File: src/rtl/bot_update_intr_pkg.sv
// Shared definitions for the Rojobot update-interrupt block: FSM encoding,
// register-window offsets, status bit positions and the default base address.
// Latency: n/a (definitions only). Backpressure: n/a.
package bot_io_pkg;

  typedef enum logic [1:0] {
    ST_IDLE = 2'd0,
    ST_PEND = 2'd1,
    ST_ACK  = 2'd2
  } state_t;

  localparam logic [7:0] BASE_ADDR_DEF = 8'h0A;
  localparam int         NUM_SNAP      = 6;

  // Offsets from the base address of the CPU register window.
  localparam logic [7:0] OFF_LOCX    = 8'd0;
  localparam logic [7:0] OFF_LOCY    = 8'd1;
  localparam logic [7:0] OFF_BOTINFO = 8'd2;
  localparam logic [7:0] OFF_SENSORS = 8'd3;
  localparam logic [7:0] OFF_LMDIST  = 8'd4;
  localparam logic [7:0] OFF_RMDIST  = 8'd5;
  localparam logic [7:0] OFF_COUNT   = 8'd6;
  localparam logic [7:0] OFF_STATUS  = 8'd7;
  localparam logic [7:0] OFF_MAX_LO  = 8'd8;
  localparam logic [7:0] OFF_MAX_HI  = 8'd9;

  // Status register bit positions.
  localparam int STAT_INT = 0;
  localparam int STAT_ACK = 1;
  localparam int STAT_SAT = 2;

endpackage

File: src/rtl/bot_update_intr_if.sv
// Signal bundle between the Rojobot/CPU environment and bot_update_intr.
// master = environment side (drives flag, live registers, CPU bus);
// slave  = bot_update_intr (drives IO_INT_ACK, interrupt, in_port).
interface bot_update_intr_if;
  logic       IO_BotUpdt_Sync;
  logic       IO_INT_ACK;
  logic [7:0] LocX;
  logic [7:0] LocY;
  logic [7:0] BotInfo;
  logic [7:0] Sensors;
  logic [7:0] LMDist;
  logic [7:0] RMDist;
  logic       interrupt;
  logic       interrupt_ack;
  logic [7:0] port_id;
  logic       read_strobe;
  logic       write_strobe;
  logic [7:0] out_port;
  logic [7:0] in_port;

  modport master (
    output IO_BotUpdt_Sync, LocX, LocY, BotInfo, Sensors, LMDist, RMDist,
    output interrupt_ack, port_id, read_strobe, write_strobe, out_port,
    input  IO_INT_ACK, interrupt, in_port
  );

  modport slave (
    input  IO_BotUpdt_Sync, LocX, LocY, BotInfo, Sensors, LMDist, RMDist,
    input  interrupt_ack, port_id, read_strobe, write_strobe, out_port,
    output IO_INT_ACK, interrupt, in_port
  );
endinterface

File: src/rtl/bot_update_intr_sat_counter.sv
// Up-counter that sticks at all-ones; synchronous clear has priority over enable.
// Latency: count visible one cycle after enable. Backpressure: none.
// Ports: clk, rst (sync, active-high), clr, en -> cnt[W-1:0], sat (cnt is all-ones).
module sat_counter #(
  parameter int W = 16
) (
  input  logic         clk,
  input  logic         rst,
  input  logic         clr,
  input  logic         en,
  output logic [W-1:0] cnt,
  output logic         sat
);

  assign sat = &cnt;

  always_ff @(posedge clk) begin
    if (rst) begin
      cnt <= '0;
    end else if (clr) begin
      cnt <= '0;
    end else if (en && !sat) begin
      cnt <= cnt + W'(1);
    end
  end

endmodule

File: src/rtl/bot_update_intr.sv
// Captures a coherent Rojobot register snapshot on the update flag, raises the
// PicoBlaze interrupt, returns IO_INT_ACK on interrupt_ack, and serves snapshot,
// update count, status and max interrupt latency on the CPU read bus.
// Latency: interrupt/snapshot 1 cycle after flag; in_port 1 cycle after port_id.
// Backpressure: none; flag is held by the synchronizer until IO_INT_ACK clears it.
// Ports: clk50, reset (sync, active-high), bus (bot_update_intr_if.slave).
module bot_update_intr
  import bot_io_pkg::*;
#(
  parameter int         LAT_W     = 16,
  parameter logic [7:0] BASE_ADDR = BASE_ADDR_DEF
) (
  input logic              clk50,
  input logic              reset,
  bot_update_intr_if.slave bus
);

  state_t           state;
  state_t           state_nxt;
  logic [7:0]       snap [NUM_SNAP];
  logic [7:0]       upd_cnt;
  logic [LAT_W-1:0] max_lat;
  logic [LAT_W-1:0] cur_lat;
  logic             cur_sat;
  logic             capture;
  logic             ack_take;
  logic             clr_stats;
  logic [7:0]       off;
  logic [15:0]      max_ext;
  logic [7:0]       rd_dat;
  logic             unused_ok;

  // Capture only from IDLE, so a flag still high after the ack is not recounted.
  assign capture   = (state == ST_IDLE) && bus.IO_BotUpdt_Sync;
  assign ack_take  = (state == ST_PEND) && bus.interrupt_ack;
  assign clr_stats = bus.write_strobe && (bus.port_id == (BASE_ADDR + OFF_STATUS));

  // Read data is purely address driven; write data and read strobe carry no meaning here.
  assign unused_ok = ^{bus.out_port, bus.read_strobe, cur_sat};

  // ---------------- FSM ----------------
  always_ff @(posedge clk50) begin
    if (reset) begin
      state <= ST_IDLE;
    end else begin
      state <= state_nxt;
    end
  end

  always_comb begin
    state_nxt = state;
    case (state)
      ST_IDLE: if (bus.IO_BotUpdt_Sync)  state_nxt = ST_PEND;
      ST_PEND: if (bus.interrupt_ack)    state_nxt = ST_ACK;
      ST_ACK:  if (!bus.IO_BotUpdt_Sync) state_nxt = ST_IDLE;
      default:                           state_nxt = ST_IDLE;
    endcase
  end

  always_comb begin
    bus.interrupt  = (state == ST_PEND);
    bus.IO_INT_ACK = (state == ST_ACK);
  end

  // ---------------- snapshot ----------------
  always_ff @(posedge clk50) begin
    if (reset) begin
      for (int i = 0; i < NUM_SNAP; i++) snap[i] <= '0;
    end else if (capture) begin
      snap[0] <= bus.LocX;
      snap[1] <= bus.LocY;
      snap[2] <= bus.BotInfo;
      snap[3] <= bus.Sensors;
      snap[4] <= bus.LMDist;
      snap[5] <= bus.RMDist;
    end
  end

  // ---------------- latency / statistics ----------------
  // Cleared on capture, so an ack in the first PEND cycle sees 0.
  sat_counter #(.W(LAT_W)) u_cur_lat (
    .clk (clk50),
    .rst (reset),
    .clr (capture),
    .en  (state == ST_PEND),
    .cnt (cur_lat),
    .sat (cur_sat)
  );

  // CPU clear takes priority over a coinciding ack.
  always_ff @(posedge clk50) begin
    if (reset) begin
      upd_cnt <= '0;
      max_lat <= '0;
    end else if (clr_stats) begin
      upd_cnt <= '0;
      max_lat <= '0;
    end else if (ack_take) begin
      upd_cnt <= upd_cnt + 8'd1;
      if (cur_lat > max_lat) max_lat <= cur_lat;
    end
  end

  // ---------------- read window ----------------
  assign off     = bus.port_id - BASE_ADDR;  // wraps, so addresses below BASE fall outside
  assign max_ext = 16'(max_lat);

  always_comb begin
    rd_dat = 8'h00;
    case (off)
      OFF_LOCX:    rd_dat = snap[0];
      OFF_LOCY:    rd_dat = snap[1];
      OFF_BOTINFO: rd_dat = snap[2];
      OFF_SENSORS: rd_dat = snap[3];
      OFF_LMDIST:  rd_dat = snap[4];
      OFF_RMDIST:  rd_dat = snap[5];
      OFF_COUNT:   rd_dat = upd_cnt;
      OFF_STATUS: begin
        rd_dat[STAT_INT] = bus.interrupt;
        rd_dat[STAT_ACK] = (state == ST_ACK);
        rd_dat[STAT_SAT] = &max_lat;
      end
      OFF_MAX_LO:  rd_dat = max_ext[7:0];
      OFF_MAX_HI:  rd_dat = max_ext[15:8];
      default:     rd_dat = 8'h00;
    endcase
  end

  always_ff @(posedge clk50) begin
    if (reset) begin
      bus.in_port <= 8'h00;
    end else begin
      bus.in_port <= rd_dat;
    end
  end

endmodule

File: src/flat_wrapper.sv
// flat-port wrapper written by rule: the top's interface ports become plain ports
module bot_update_intr_flat import bot_io_pkg::*;
#(
  parameter int         LAT_W     = 16,
  parameter logic [7:0] BASE_ADDR = BASE_ADDR_DEF
)
  (clk50, reset, bus_IO_BotUpdt_Sync, bus_LocX, bus_LocY, bus_BotInfo, bus_Sensors, bus_LMDist, bus_RMDist, bus_interrupt_ack, bus_port_id, bus_read_strobe, bus_write_strobe, bus_out_port, bus_IO_INT_ACK, bus_interrupt, bus_in_port);
  bot_update_intr_if bus_i ();
  input logic clk50;
  input logic reset;
  input wire logic [$bits(bus_i.IO_BotUpdt_Sync)-1:0] bus_IO_BotUpdt_Sync;
  input wire logic [$bits(bus_i.LocX)-1:0] bus_LocX;
  input wire logic [$bits(bus_i.LocY)-1:0] bus_LocY;
  input wire logic [$bits(bus_i.BotInfo)-1:0] bus_BotInfo;
  input wire logic [$bits(bus_i.Sensors)-1:0] bus_Sensors;
  input wire logic [$bits(bus_i.LMDist)-1:0] bus_LMDist;
  input wire logic [$bits(bus_i.RMDist)-1:0] bus_RMDist;
  input wire logic [$bits(bus_i.interrupt_ack)-1:0] bus_interrupt_ack;
  input wire logic [$bits(bus_i.port_id)-1:0] bus_port_id;
  input wire logic [$bits(bus_i.read_strobe)-1:0] bus_read_strobe;
  input wire logic [$bits(bus_i.write_strobe)-1:0] bus_write_strobe;
  input wire logic [$bits(bus_i.out_port)-1:0] bus_out_port;
  output wire logic [$bits(bus_i.IO_INT_ACK)-1:0] bus_IO_INT_ACK;
  output wire logic [$bits(bus_i.interrupt)-1:0] bus_interrupt;
  output wire logic [$bits(bus_i.in_port)-1:0] bus_in_port;
  assign bus_i.IO_BotUpdt_Sync = bus_IO_BotUpdt_Sync;
  assign bus_i.LocX = bus_LocX;
  assign bus_i.LocY = bus_LocY;
  assign bus_i.BotInfo = bus_BotInfo;
  assign bus_i.Sensors = bus_Sensors;
  assign bus_i.LMDist = bus_LMDist;
  assign bus_i.RMDist = bus_RMDist;
  assign bus_i.interrupt_ack = bus_interrupt_ack;
  assign bus_i.port_id = bus_port_id;
  assign bus_i.read_strobe = bus_read_strobe;
  assign bus_i.write_strobe = bus_write_strobe;
  assign bus_i.out_port = bus_out_port;
  assign bus_IO_INT_ACK = bus_i.IO_INT_ACK;
  assign bus_interrupt = bus_i.interrupt;
  assign bus_in_port = bus_i.in_port;
  bot_update_intr #(.LAT_W(LAT_W), .BASE_ADDR(BASE_ADDR)) u_core (.clk50(clk50), .reset(reset), .bus(bus_i));
endmodule
File: config.mk
export PLATFORM = sky130hd
export DESIGN_NAME = bot_update_intr_flat
export DESIGN_NICKNAME = d
export VERILOG_FILES = /design/src/rtl/bot_update_intr_pkg.sv /design/src/rtl/bot_update_intr_if.sv /design/src/rtl/bot_update_intr_sat_counter.sv /design/src/rtl/bot_update_intr.sv /design/src/flat_wrapper.sv
export SDC_FILE = /design/constraint.sdc
export NUM_CORES = 1
export LEC_CHECK = 0
export ABC_AREA = 1
export ABC_CLOCK_PERIOD_IN_PS = 2900
export CORE_MARGIN = 5
export CORE_UTILIZATION = 30
export CTS_CLUSTER_DIAMETER = 30
export DETAILED_ROUTE_END_ITERATION = 7
export PLACE_DENSITY = 0.55
export SETUP_SLACK_MARGIN = 0.5
export SLEW_MARGIN = 20
export SYNTH_ARGS = -nofsm -noshare
export SYNTH_HDL_FRONTEND = slang
export SYNTH_SLANG_ARGS = --single-unit
File: constraint.sdc
create_clock -name clk50 -period 2.9 [get_ports clk50]
set_input_delay 0.435 -clock clk50 [delete_from_list [all_inputs] [get_ports clk50]]
set_output_delay 0.435 -clock clk50 [all_outputs]
set_load 0.1 [all_outputs]
==> reports/metrics.json <==
{
  "timing": {
    "fin_worst_hold_slack_ps": 481,
    "slew_headroom_pct": 67.1,
    "finalSetupViolCount": 0,
    "fin_worst_skew_ps": 11.1,
    "max_freq_ghz": 0.452,
    "rsz0062_at_grt": "false",
    "worst-slew-pin-transition_ps": 491,
    "timing.setup.tns_ps": 0,
    "post_route_clock_period_utilization_pct": 76.2,
    "min_period_ps": 2210,
    "finalMaxSlewViolations": 0,
    "report.final.hold_viol_count": 0
  },
  "logic_synthesis": {
    "ys.flop_type": "dfxtp_1",
    "syn_avg_cell_area_um2": 7.49,
    "synth-seq-cells": 98,
    "netlist_area_mm2": 0.00539,
    "synth_sequential_area_ratio_pct": 45.3,
    "netlist_instances": 720,
    "synth.net_count": 809,
    "synth_cell_types": 38,
    "async_flop_share_pct": 0,
    "yosys_warnings": 0,
    "synth-edff-count": 48
  },
  "global_route": {
    "grt_max_degree": 57,
    "grt_overflow": 0,
    "vias_in_the_first_global_route": 4424,
    "grtUsageTotal_pct": 14.0,
    "grt-busiest-layer": "met2",
    "first_pass_grt_wire_length_mm": 22.5,
    "grtUsageMet2_pct": 22.1,
    "globalRouteMet3Util_pct": 3.24,
    "global_route.usage.met1_pct": 18.8,
    "grt_antenna_before_repair": 1
  },
  "final_layout": {
    "antenna_cells": 0,
    "layout-drive-gt1-share_pct": 8.54,
    "finalInstanceArea_mm2": 0.00670,
    "area.growth.synth_to_final_pct": 24.2,
    "multi_input_combinational_cell_area_mm2": 0.00242,
    "post-route-util_pct": 37.5,
    "final_net_count": 880,
    "filler_cell_count": 1851,
    "regArea_mm2": 0.00244
  },
  "clocking": {
    "cts.reportedPaths.clkPinSlew_ps": 70,
    "numCtsBuffers": 9,
    "root_buffer": "clkbuf_16",
    "tritoncts_clock_tree": "built",
    "clockBufferDepth": 2,
    "worst_skew_pair.late_latency_ps": 350,
    "clock_tree.htree_level_count": 3,
    "clock-sinks": 98
  },
  "route": {
    "firstDrtPassIters": 4,
    "routedWlPerCell_um": 13.5,
    "via_per_inst": 4.52,
    "final_wirelength_mm": 13.8,
    "remaining_drc_errors": 0,
    "postRouteAntennaNets": 0,
    "vias": 4636,
    "dr.first_iter.drc_count": 212
  },
  "floorplanning": {
    "core_area_mm2": 0.0178,
    "die_height_um": 144,
    "die_w_um": 144,
    "row_count": 49,
    "design.die.area_mm2": 0.0208,
    "floorplan.io_pins": 80,
    "starting_density_of_the_core_pct": 30.2
  },
  "placement": {
    "io_buffers": 70,
    "hpwlAfterDp_mm": 10.4,
    "place_area_mm2": 0.00640,
    "gp_congestion": 0.853
  },
  "critical_path": {
    "cp_max_fo": 7,
    "timing.critical_path.cells": "clkdlybuf4s50_1 > inv_2 > ha_1 > or2_1 > nand3_2 > nor2_1 > buf_4 > nand3_1 > nand2_1 > nor2_2 > nand3_1 > nand2_1 > inv_1",
    "cpPeakStageDelay_ps": 520,
    "critical_path_buf_inv_count": 4,
    "number_of_cells_on_the_critical_path": 13,
    "timing.reg2reg.worst_path_depth": 12,
    "cpMaxStageDelayCell": "clkdlybuf4s50_1",
    "worstPathRequired_ps": 3150,
    "timing.setup.critical_path_class": "primary input to register",
    "critPathArrivalTime_ps": 2460,
    "critPathCaptureType": "register",
    "cpLargestDelayFamily": "simple AND/OR/NAND/NOR gates",
    "timing.critical_path.from_type": "primary input"
  },
  "power": {
    "power-per-cell-area_mw_per_mm2": 696,
    "p_leak_uw": 0.00290,
    "max-vdd-ir-drop_uv": 778,
    "power_uw": 4660
  },
  "job": {
    "cap_viol_max_count": 0
  },
  "worst_hold_path": {
    "hp-class": "register to register",
    "worstHoldPathCells": 2
  },
  "status": {
    "run_status": "complete, no violations"
  }
}
final timing paths:
check               startpoint               endpoint  slack (ps)
max reg2reg  u_core.max_ext[3]      u_core.max_ext[3]         720
min reg2reg  u_core.upd_cnt[7]      u_core.upd_cnt[7]         480
max             bus_port_id[1]  u_core.bus.in_port[4]         690
min          u_core.upd_cnt[7]      u_core.upd_cnt[7]         480
synthesized netlist by cell type (6+ instances only):
cell,number,area (um2)
a21oi_1,38,190
a21oi_2,8,70.1
buf_2,12,60.1
clkbuf_1,6,22.5
dfxtp_1,50,1000
edfxtp_1,48,1440
ha_1,19,238
inv_1,113,424
nand2_1,131,492
nand3_1,103,515
nand4_1,11,68.8
nor2_1,120,450
nor3_1,10,50.1
o21ai_0,8,40.0
xor2_1,8,70.1
metal layers:
metal,vias up,wire (um),share of wire [%]
met5,-,13,0.094
met4,2,184,1.3
met3,12,774,5.6
met2,76,6330,46
met1,2079,6500,47
li1,2467,-,-
registers in the layout, summed over array words and instances (netlist names):
| name | count |
|---|---|
| u_core.snap | 48 |
| u_core.state | 2 |
| u_core.bus.in_port | 8 |
| u_core.u_cur_lat.cnt | 16 |
| u_core.max_ext | 16 |
| u_core.upd_cnt | 8 |
repair_timing:
item,4_1_cts,5_1_grt
endpoints found under the setup margin,0,8
resized for setup,0,6
hold buffers,0,0
setup buffers,0,0
final cells by class:
cell class | count | share of cell area, %
clock buffer | 10 | 3.42
clock inverter | 6 | 0.729
inverter | 115 | 6.44
multi-input combinational | 482 | 36.1
sequential | 98 | 36.5
tap | 229 | 4.28
timing repair buffer | 85 | 12.5
metrics by stage:
stage	setup slack (ps)	std cells
after floorplan	658	720
after global placement	247	1009
after detailed placement	213	1009
after CTS	576	1025
after global routing	506	1025
final	689	1025
power by group:
part           leakage [uW]  total (uW)  internal (uW)  switching [uW]
Clock              0.000131        1140            593             546
Combinational       0.00184        1740            640            1100
Sequential         0.000923        1790           1630             154
tightest hold or removal path, cell delays in order, from the launching register on:
cell	delay, ps
dfxtp_1	340
inv_1	60
a21oi_1	50
kinds of logic after synthesis:
kind of cell             Yosys count  synth area share (%)
XOR/XNOR                           8                  1.30
buffers and inverters            140                  10.3
AND/OR/NAND/NOR                  391                  31.6
adder cells (fa/ha/maj)           19                  4.41
flip-flops                        98                  45.3
AO/OA/AOI/OAI                     64                  7.07
layout by cell type, fill, tap and decap left out, types with 6 or more instances in the layout:
cell type,instances
nand2_1,131
nor2_1,114
inv_1,112
nand3_1,102
clkdlybuf4s50_1,60
dfxtp_1,50
edfxtp_1,48
a21oi_1,38
buf_4,21
ha_1,19
nand4_1,11
nor3_1,10
clkbuf_16,9
xor2_1,8
a21oi_2,8
o21ai_0,8
nor2_2,6
No activity file was read; power rests on OpenSTA's default activity.
